**config.mk**
```make
export PLATFORM = sky130hd
export DESIGN_NAME = mux8_sel_sequencer
export DESIGN_NICKNAME = d
export VERILOG_FILES = /design/src/rtl/mux8_seq_pkg.sv /design/src/rtl/mux8_seq_step_timer.sv /design/src/rtl/mux8_sel_sequencer.sv
export SDC_FILE = /design/constraint.sdc
export NUM_CORES = 1
export LEC_CHECK = 0
export CAP_MARGIN = 5
export CORE_MARGIN = 5
export CORE_UTILIZATION = 35
export CTS_CLUSTER_DIAMETER = 150
export DETAILED_ROUTE_END_ITERATION = 8
export MAX_ROUTING_LAYER = met4
export PLACE_DENSITY = 0.72
export SLEW_MARGIN = 40
export SYNTH_ARGS = -nofsm -noshare
export SYNTH_HDL_FRONTEND = slang
export SYNTH_SLANG_ARGS = --single-unit
```
**constraint.sdc**
```tcl
create_clock -name clk -period 1.12 [get_ports clk]
set_input_delay 0.336 -clock clk [delete_from_list [all_inputs] [get_ports clk]]
set_output_delay 0.336 -clock clk [all_outputs]
set_load 0.05 [all_outputs]
```
**src/rtl/mux8_seq_pkg.sv**
```systemverilog
// ---------------------------------------------------------------------------
// mux8_seq_pkg : shared state encoding and sizes for the mux8 select sequencer
// Revision 1.0
// ---------------------------------------------------------------------------
`default_nettype none

package mux8_seq_pkg;

  localparam int N_IN  = 8;
  localparam int SEL_W = 3;
  localparam logic [SEL_W-1:0] SEL_LAST = 3'd7;

  typedef enum logic [0:0] {
    IDLE = 1'b0,
    RUN  = 1'b1
  } state_t;

endpackage

`default_nettype wire

```
**src/rtl/mux8_seq_step_timer.sv**
```systemverilog
// ---------------------------------------------------------------------------
// mux8_seq_step_timer : hold counter, pulses step_end on the last held cycle
// Revision 1.0
// ---------------------------------------------------------------------------
`default_nettype none

module mux8_seq_step_timer
  import mux8_seq_pkg::*;
#(
  parameter int HOLD_CYCLES = 1
) (
  input  logic clk,
  input  logic rst_n,
  input  logic clear,
  input  logic enable,
  output logic step_end
);

  localparam int CW = (HOLD_CYCLES > 1) ? $clog2(HOLD_CYCLES) : 1;
  localparam logic [CW-1:0] CNT_LAST = CW'(HOLD_CYCLES - 1);

  logic [CW-1:0] cnt;
  logic          at_last;

  assign at_last  = (cnt == CNT_LAST);
  assign step_end = enable && at_last;

  always_ff @(posedge clk) begin
    if (!rst_n) begin
      cnt <= '0;
    end else if (clear) begin
      cnt <= '0;
    end else if (enable) begin
      // Wraps to zero on its own so the next select step starts fresh.
      cnt <= at_last ? '0 : cnt + CW'(1);
    end
  end

endmodule

`default_nettype wire

```
**src/rtl/mux8_sel_sequencer.sv**
```systemverilog
// ---------------------------------------------------------------------------
// mux8_sel_sequencer : loads a word onto the mux inputs, sweeps select 0..7 and
// serialises Y. Optional compare of Y against d[s] under MUX8_SEQ_SELF_CHECK_EN.
// Revision 1.0
// ---------------------------------------------------------------------------
`default_nettype none

module mux8_sel_sequencer
  import mux8_seq_pkg::*;
#(
  parameter int HOLD_CYCLES = 1
) (
  input  logic             clk,
  input  logic             rst_n,
  input  logic             load_valid,
  output logic             load_ready,
  input  logic [N_IN-1:0]  load_data,
  input  logic             abort,
  output logic [N_IN-1:0]  d,
  output logic [SEL_W-1:0] s,
  input  logic             y_in,
  output logic             busy,
  output logic             bit_out,
  output logic             bit_valid,
  output logic             done,
  output logic             mismatch
);

  state_t state;
  logic   step_end;
  logic   timer_en;
  logic   load_fire;

  assign load_ready = (state == IDLE);
  assign busy       = (state == RUN);
  assign load_fire  = load_valid && load_ready;
  // abort stalls the timer so it can never produce a sample in the same cycle.
  assign timer_en   = (state == RUN) && !abort;

  mux8_seq_step_timer #(
    .HOLD_CYCLES (HOLD_CYCLES)
  ) u_timer (
    .clk      (clk),
    .rst_n    (rst_n),
    .clear    (!timer_en),
    .enable   (timer_en),
    .step_end (step_end)
  );

  always_ff @(posedge clk) begin
    if (!rst_n) begin
      state     <= IDLE;
      d         <= '0;
      s         <= '0;
      bit_out   <= 1'b0;
      bit_valid <= 1'b0;
      done      <= 1'b0;
    end else begin
      bit_valid <= 1'b0;
      done      <= 1'b0;
      case (state)
        IDLE: begin
          if (load_valid) begin
            d     <= load_data;
            s     <= '0;
            state <= RUN;
          end
        end
        RUN: begin
          if (abort) begin
            state <= IDLE;
            s     <= '0;
          end else if (step_end) begin
            bit_out   <= y_in;
            bit_valid <= 1'b1;
            if (s == SEL_LAST) begin
              state <= IDLE;
              s     <= '0;
              done  <= 1'b1;
            end else begin
              s <= s + 3'd1;
            end
          end
        end
        default: state <= IDLE;
      endcase
    end
  end

`ifdef MUX8_SEQ_SELF_CHECK_EN
  // Sticky until the next accepted load; set on the same edge as bit_valid.
  always_ff @(posedge clk) begin
    if (!rst_n) begin
      mismatch <= 1'b0;
    end else if (load_fire) begin
      mismatch <= 1'b0;
    end else if (timer_en && step_end && (d[s] != y_in)) begin
      mismatch <= 1'b1;
    end
  end
`else
  assign mismatch = 1'b0;
`endif

endmodule

`default_nettype wire

```
Yosys cells after proc, flatten, opt, wreduce, memory -nomap -nowiden
Cells that the tools add are included.
{"block": "totals", "out_inout_bits": 17, "ff_bits": 16}
{"block": "op_classes", "n_addsub": 2, "bitwise_logic": 5, "n_eq_ne": 3, "muxes": 12, "reduce_logical": 9}
{"op": "3-bit 2-to-1 mux", "count": 4}
{"op": "1-bit 2-to-1 mux", "count": 6}
{"op": "3-bit case mux with 2 select lines", "count": 1}
{"op": "3-bit AND reduction", "count": 2}
{"op": "1-bit NOT", "count": 5}
{"op": "2-bit AND reduction", "count": 2}
{"op": "4-bit OR reduction", "count": 1}
{"op": "3-bit by 1-bit adder with 3-bit output (second input constant)", "count": 1}
{"op": "3-bit equality test (second input constant)", "count": 1}
{"op": "3-bit by 2-bit inequality test with 1-bit output (second input constant)", "count": 1}
{"op": "3-bit OR reduction", "count": 1}
{"op": "1-bit logical AND", "count": 2}
{"op": "2-bit inequality test (second input constant)", "count": 1}
{"op": "1-bit case mux with 2 select lines", "count": 1}
{"op": "1-bit adder (second input constant)", "count": 1}
{"op": "1-bit logical NOT", "count": 1}

Longest topological paths before layout
Gate-level depths: netlist (run 1).
{"block": "logic_depth", "word_depth": 6, "mapped_depth": 5, "depth_no_buf": 5}

Modules after synthesis
A second synthesis (run 1) with hierarchy kept.
{"block": "hier_totals", "cells_unflattened": 72, "hier_area_um2": 645.6}
{"mod": "mux8_sel_sequencer", "area_per_inst_um2": 638.1, "n_inst": 1, "cells_each": 71, "seq_area_each_um2": 300.3}
{"mod": "mux8_seq_step_timer", "area_per_inst_um2": 7.5, "n_inst": 1, "cells_each": 1, "seq_area_each_um2": 0.0}

Worst setup path before layout (run 1)
OpenSTA, ideal clock, no wires.
{"block": "synth_timing", "path_type": "reg2reg", "start": "register state, in the netlist busy", "end": "register state, in the netlist busy", "path_slack_ns": -0.475, "path_stages_with_launch": 4, "n_path_buf": 0, "period_less_slack_ns": 1.595, "arrival_ns": 1.525, "path_cell_list": "dfxtp_1 inv_1 a211o_1 a21boi_1"}
{"item": "start: declaration", "line_no": "mux8_sel_sequencer.sv:29", "source": "state_t state;"}
{"item": "start signal: assignment", "line_no": "mux8_sel_sequencer.sv:52", "source": "state <= IDLE;"}
{"item": "start signal: assignment", "line_no": "mux8_sel_sequencer.sv:66", "source": "state <= RUN;"}
{"item": "start signal: assignment", "line_no": "mux8_sel_sequencer.sv:71", "source": "state <= IDLE;"}
{"item": "1-bit NOT (no source line)"}
{"item": "named net load_ready", "line_no": "mux8_sel_sequencer.sv:16", "source": "output logic load_ready,"}
{"item": "1-bit case mux with 2 select lines", "line_no": "mux8_sel_sequencer.sv:61", "source": "case (state)"}
The timed path passes the listed nets, and every way through them passes these cells.
A chain may end at the register's enable or synchronous reset.

Worst setup path in the final report (run 1)
{"block": "layout_timing", "start": "register state, in the netlist busy", "end": "output busy"}
{"item": "end: declaration", "line_no": "mux8_sel_sequencer.sv:22", "source": "output logic busy,"}
No word-level cell between the ends.

==> results.py, run 1 <==
metrics = {
    "floorplanning": {
        "initial_core_util_pct": 37.1,
        "io_pins": 30,
        "die_x_um": 53.0,
        "dieArea_um2": 2810,
        "core_um2": 1750,
        "rows": 15,
        "die_y_um": 53.0,
    },
    "global_routing": {
        "gr-total-overflow": 0,
        "grt_pass1_vias": 597,
        "grt_max_degree": 10,
        "antenna_found_initial": 0,
        "grt_util_all_layers_pct": 13.9,
        "grt_pass1_wl_um": 2750,
    },
    "detailed_routing": {
        "drc_errors": 0,
        "drtPass1Iterations": 4,
        "num_vias": 602,
        "wirelength_um": 1740,
        "ant_nets": 0,
        "wl_per_cell_um": 12.8,
        "drtIter0Drc": 4,
        "via_per_inst": 4.43,
    },
    "critical_path": {
        "cpPeakStageDelay_ns": 0.37,
        "rr_worst_depth": 5,
        "crit_chain": "buf_4 -> buf_12",
        "crit_slowest_cell": "dfxtp_4",
        "startpoint_type": "flop",
        "critPathKind": "reg2out",
        "cp_max_fo": 4,
        "cp_data_arrival_time_ns": 0.93,
        "crit_path_end_kind": "primary output",
        "crit_required_ns": 0.78,
    },
    "synthesis": {
        "synth_fa_ha_area_share_pct": 3.86,
        "synthDistinctLibCells": 23,
        "synth-compound-area-share_pct": 18.0,
        "synth_area_um2": 648,
        "yosysTopAreaCell": "dfxtp_1",
        "synth_top_family_by_area": "simple AND/OR/NAND/NOR gates",
        "yosys.area_share.simple_pct": 21.8,
        "synth_most_common_cell": "nand2_1",
        "yosys_warnings": 0,
        "syn_area_per_cell_um2": 9.67,
        "async_flop_share_pct": 0,
        "syn_inst": 67,
        "synthXorXnorAreaFrac_pct": 0,
        "ys_seq_area_share_pct": 49.4,
        "ys_ff_latch": 16,
        "dominantRegCellSynth": "dfxtp_1",
        "synth_edf_count": 0,
        "post_synth_mux_area_share_pct": 1.54,
        "synthTopCellsByArea": "dfxtp_1, nand2_1, a21boi_0",
        "synth_top_area_share_pct": 49.4,
        "synthTopCellsByCount": "nand2_1, dfxtp_1, a21boi_0",
    },
    "sta": {
        "finalCriticalPeriod_ns": 1.26,
        "rsz0062_at_grt": "yes",
        "timing.final.ws_setup_ns": -0.144,
        "worst_clock_skew_ns": 0.00315,
        "slew_viol_final": 0,
        "finalCritPeriodShare_pct": 113,
        "hold_viol": 0,
        "setup_viol": 19,
        "fmax_ghz": 0.791,
    },
    "placement": {
        "place_congestion": 0.722,
        "io_buffers": 28,
        "place_ws_ns": -0.402,
        "dp_hpwl_um": 1230,
        "postPlaceCellArea_um2": 1170,
        "numPlacedInstances": 121,
    },
    "layout": {
        "design_area_um2": 1340,
        "finalNetCount": 127,
        "fin_util_pct": 76.9,
        "area_growth_pct": 107,
        "drive_above_1_share_pct": 60.4,
        "fin_cells": 136,
        "antennaDiodeCount": 0,
    },
    "min_path": {
        "worstHoldPathType": "reg2reg",
        "whs_path_depth": 2,
    },
    "clocking": {
        "htree_levels": 1,
        "cts-root-buf": "clkbuf_4",
        "cts_max_path_buffers": 2,
        "clk_latency_ns": 0.28,
        "cts_tree": "done",
        "cts.sinks": 16,
        "cts_hold_buf": 0,
        "cts_buffers": 3,
        "cts.reportedPaths.clkPinSlew_ns": 0.09,
    },
    "power": {
        "power_frac_clock_pct": 23.5,
        "power_switching_uw": 371,
        "p_leak_nw": 0.569,
        "seq_power_share_pct": 47.9,
        "combPwrFrac_pct": 28.5,
        "switching_share_pct": 28.9,
        "power_mw": 1.28,
        "vdd_drop_max_mv": 0.768,
        "cellPowerDensity_nw_per_um2": 957,
        "intPower_uw": 914,
    },
    "status": {
        "violations": "setup timing",
        "outcome": "complete, but fails checks",
    },
    "job": {
        "cap_violations": 0,
    },
}
[flip-flops by register name, summed over array words and instances (netlist names)]
register / count
bit_out: 1
bit_valid: 1
busy: 1
d: 8
done: 1
s: 3
u_timer.cnt: 1
[routing by layer]
layer / routed length (µm) / part of all wire [%] / track usage, % / up-vias
met5: 0 / 0 / - / -
met4: 28 / 1.6 / 7.66 / 0
met2: 924 / 53 / 22.9 / 14
met3: 57 / 3.3 / 1.13 / 2
met1: 730 / 42 / 16.6 / 279
li1: - / - / - / 307
[cell type report]
cell class / count / area (µm²)
well taps: 25 / 31.3
fillers: 119 / 403
flip-flops and latches: 16 / 349
multi-input cells: 46 / 355
repair buffers: 43 / 569
inverters: 2 / 11.3
clock buffers: 3 / 22.5
clock inverters: 1 / 3.75
[power groups by stage]
| stage | registers (mW) | logic [mW] | clock network [mW] |
|---|---|---|---|
| 5_1_grt | 0.620 | 0.383 | 0.349 |
| 3_5_place_dp | 0.631 | 0.319 | 0 |
| 6_report | 0.616 | 0.366 | 0.302 |
| 4_1_cts | 0.617 | 0.341 | 0.322 |
| 3_3_place_gp | 0.630 | 0.316 | 0 |
| 2_1_floorplan | 0.696 | 0.0821 | 0 |
[stage by stage]
stage | hold slack, ns | setup TNS (ns)
after CTS | 0.480 | -0.665
final | 0.475 | -1.03
after floorplan | 0.471 | -0.0878
after detailed placement | 0.485 | -4.26
after global routing | 0.490 | -2.19
after global placement | 0.478 | -3.94
[worst max-delay path, delay by kind of cell, from the launching register on]
kind                   cells  cell delay, ns
flip-flops                 1            0.37
buffers and inverters      2            0.28
[worst paths after layout]
path	from	end	slack, ns
max	busy	busy	-0.14
min	d[0]	d[0]	0.48
max reg2reg	busy	s[0]	-0.13
min reg2reg	d[0]	d[0]	0.48
[logic make-up (layout without fill, tap and decap cells)]
logic type / after synthesis / count (layout)
adder cells (fa/ha/maj): 2 / 2
flip-flops: 16 / 16
AND/OR/NAND/NOR: 27 / 27
multiplexers: 1 / 1
buffers and inverters: 6 / 49
AO/OA/AOI/OAI: 14 / 14
other: 1 / 2
[cell usage in the layout (no fill, tap or decap)]
cell,instances
ha_4,2
buf_6,4
and3_2,1
dfxtp_4,4
mux2i_1,1
dfxtp_2,11
nand3b_1,1
a211o_1,1
and2_4,1
conb_1,2
dlygate4sd2_1,1
clkdlybuf4s50_1,10
nor2_1,1
nand2b_2,1
and2b_4,1
nand2_2,4
clkinv_1,1
buf_4,11
a21boi_1,8
clkbuf_4,3
dlymetal6s2s_1,1
a21boi_2,2
inv_1,1
nand2_1,14
buf_12,16
dfxtp_1,1
nor3b_4,1
a21bo_4,1
or2_4,1
a32o_2,2
nor2b_1,1
clkinvlp_4,1
[what timing repair did]
item,4_1_cts,5_1_grt
buffers inserted,7,4
endpoints found under the setup margin,20,29
pin swaps,3,6
endpoints found under the hold margin,0,0
gates resized for setup,20,14
Note: power is estimated with default switching activity, not from simulation.
==> inputs of run 2 (changes only) <==
CORE_UTILIZATION = 39   (was 35)
PLACE_DENSITY = 0.76   (was 0.72)
clock period = 1.35 ns   (was 1.12 ns; I/O delays follow)
==> run 2 against run 1 <==
The run now ends clean. Critical endpoint is now load_ready. Design area decreased by 16%. First-iteration DRC count increased by 130%. Routed wire length decreased by 17%. Sequential cell count unchanged. Largest cell class unchanged.
==> results.py, run 2 (synthesis results as in run 1) <==
metrics = {
    "status": {
        "outcome": "finished clean",
    },
    "placement": {
        "io_buffers": 28,
        "dp_hpwl_um": 1220,
        "place_congestion": 0.777,
    },
    "clocking": {
        "cts_buffers": 3,
        "cts_tree": "done",
        "postCtsSetupBuffers": 0,
        "cts_resized": 1,
        "cts.reportedPaths.clkPinSlew_ns": 0.09,
        "clk_latency_ns": 0.28,
        "cts_max_path_buffers": 2,
        "htree_levels": 1,
        "cts-root-buf": "clkbuf_4",
        "cts_hold_buf": 0,
        "cts.sinks": 16,
    },
    "power": {
        "cellPowerDensity_nw_per_um2": 903,
        "switching_share_pct": 28.7,
        "vdd_drop_max_mv": 0.722,
        "power_frac_clock_pct": 24.1,
        "intPower_uw": 729,
        "p_leak_nw": 0.478,
        "seq_power_share_pct": 50.4,
        "combPwrFrac_pct": 25.5,
        "power_switching_uw": 293,
    },
    "layout": {
        "area_growth_pct": 74.7,
        "top_register": "d",
        "antennaDiodeCount": 0,
        "top_regs": "d (8), s (3)",
        "finalNetCount": 114,
        "drive_above_1_share_pct": 33.0,
        "largest_register_ffs": 8,
        "final_common_cell": "nand2_1",
        "final_cell_mix": "nand2_1, buf_12, dfxtp_1, clkdlybuf4s50_1, a21boi_0",
    },
    "floorplanning": {
        "die_y_um": 50.8,
        "die_x_um": 50.8,
        "core_um2": 1540,
        "io_pins": 30,
        "initial_core_util_pct": 42.0,
        "dieArea_um2": 2580,
        "rows": 14,
    },
    "detailed_routing": {
        "num_vias": 558,
        "wl_per_cell_um": 12.8,
        "via_per_inst": 4.94,
        "drc_errors": 0,
        "wirelength_um": 1450,
        "ant_nets": 0,
        "drtPass1Iterations": 4,
        "drtIter0Drc": 9,
    },
    "sta": {
        "fmax_ghz": 0.771,
        "finalCriticalPeriod_ns": 1.30,
        "worst_clock_skew_ns": 0.00274,
        "finalCritPeriodShare_pct": 96.1,
        "hold_viol": 0,
        "slew_viol_final": 0,
        "tns_ns": 0,
        "hold_ws_ns": 0.499,
        "rsz0062_at_grt": "no",
        "setup_viol": 0,
    },
    "critical_path": {
        "crit_buf_inv": 2,
        "critical_path.top_delay_family": "flip-flops",
        "crit_required_ns": 0.95,
        "startpoint_type": "flop",
        "crit_path_end_kind": "primary output",
        "crit_chain": "inv_2 -> buf_12",
        "critPathKind": "reg2out",
        "crit_slowest_cell": "dfxtp_4",
        "cpPeakStageDelay_ns": 0.40,
        "cp_max_fo": 7,
        "cp_data_arrival_time_ns": 0.89,
    },
    "global_routing": {
        "gr-total-overflow": 0,
        "grt_pass1_wl_um": 2460,
        "grt_max_degree": 10,
        "grt_pass1_vias": 563,
        "antenna_found_initial": 0,
        "grt_util_all_layers_pct": 12.7,
    },
    "min_path": {
        "worstHoldPathType": "reg2reg",
    },
    "job": {
        "cap_violations": 0,
    },
}
-- run 2: cell types whose count changed in the layout (fill, tap and decap cells not counted), moves of 3 or more --
cell and change:
nand2_1 +4, nand2_2 -4, buf_6 -4, a21boi_0 +6, dfxtp_4 -3, dfxtp_2 -9
a21boi_1 -4, dfxtp_1 +12, buf_4 -9
-- run 2: routing by layer --
| layer | global-route usage [%] | routed length (µm) | up-vias |
|---|---|---|---|
| li1 | - | - | 281 |
| met3 | 2.07 | 89 | 4 |
| met5 | - | 0 | - |
| met2 | 22.7 | 769 | 17 |
| met1 | 13.7 | 570 | 256 |
| met4 | 5.11 | 21 | 0 |
-- run 2: worst paths after layout --
path              slack, ns  cells after the start  startpoint    endpoint
setup / recovery       0.05                      2        busy  load_ready
hold / removal         0.50                      2        d[3]        d[3]
setup reg to reg       0.11                      4        s[0]        busy
hold reg to reg        0.50                      2        d[3]        d[3]
-- run 2: layout make-up --
class                   count  area [µm²]
multi-input cells          46         300
well taps                  16        20.0
clock buffers               3        22.5
flip-flops and latches     16         327
repair buffers             30         455
inverters                   2        7.51
fillers                   101         409
-- run 2: worst min-delay path, cell delays in order, from the launching register on --
cell,delay (ns)
dfxtp_1,0.34
nand2_1,0.06
a21boi_1,0.05
-- run 2: power groups by stage --
| stage | logic, mW | clock network [mW] | registers [mW] |
|---|---|---|---|
| CTS | 0.262 | 0.248 | 0.516 |
| floorplan | 0.0674 | 0 | 0.580 |
| finish | 0.260 | 0.247 | 0.515 |
| global route | 0.275 | 0.279 | 0.519 |
| global placement | 0.258 | 0 | 0.527 |
| detailed placement | 0.262 | 0 | 0.527 |
-- run 2: metrics by stage --
stage                     power (mW)  instance area, µm²  utilization (%)  instances  worst slack (ns)
after floorplan                0.647                 656                -         68            0.0236
after global placement         0.785                1110             71.8        110            -0.180
after detailed placement       0.789                1110             71.8        110            -0.208
after CTS                       1.03                1130             73.5        113            0.0128
after global routing            1.07                1130             73.5        113            0.0144
final                           1.02                1130             73.5        113            0.0524
==> inputs of run 3 (changes only) <==
SLEW_MARGIN = unset   (was 40)
==> results of run 3 <==
Same layout as run 2: the final DEF is identical, and so are final timing and power.
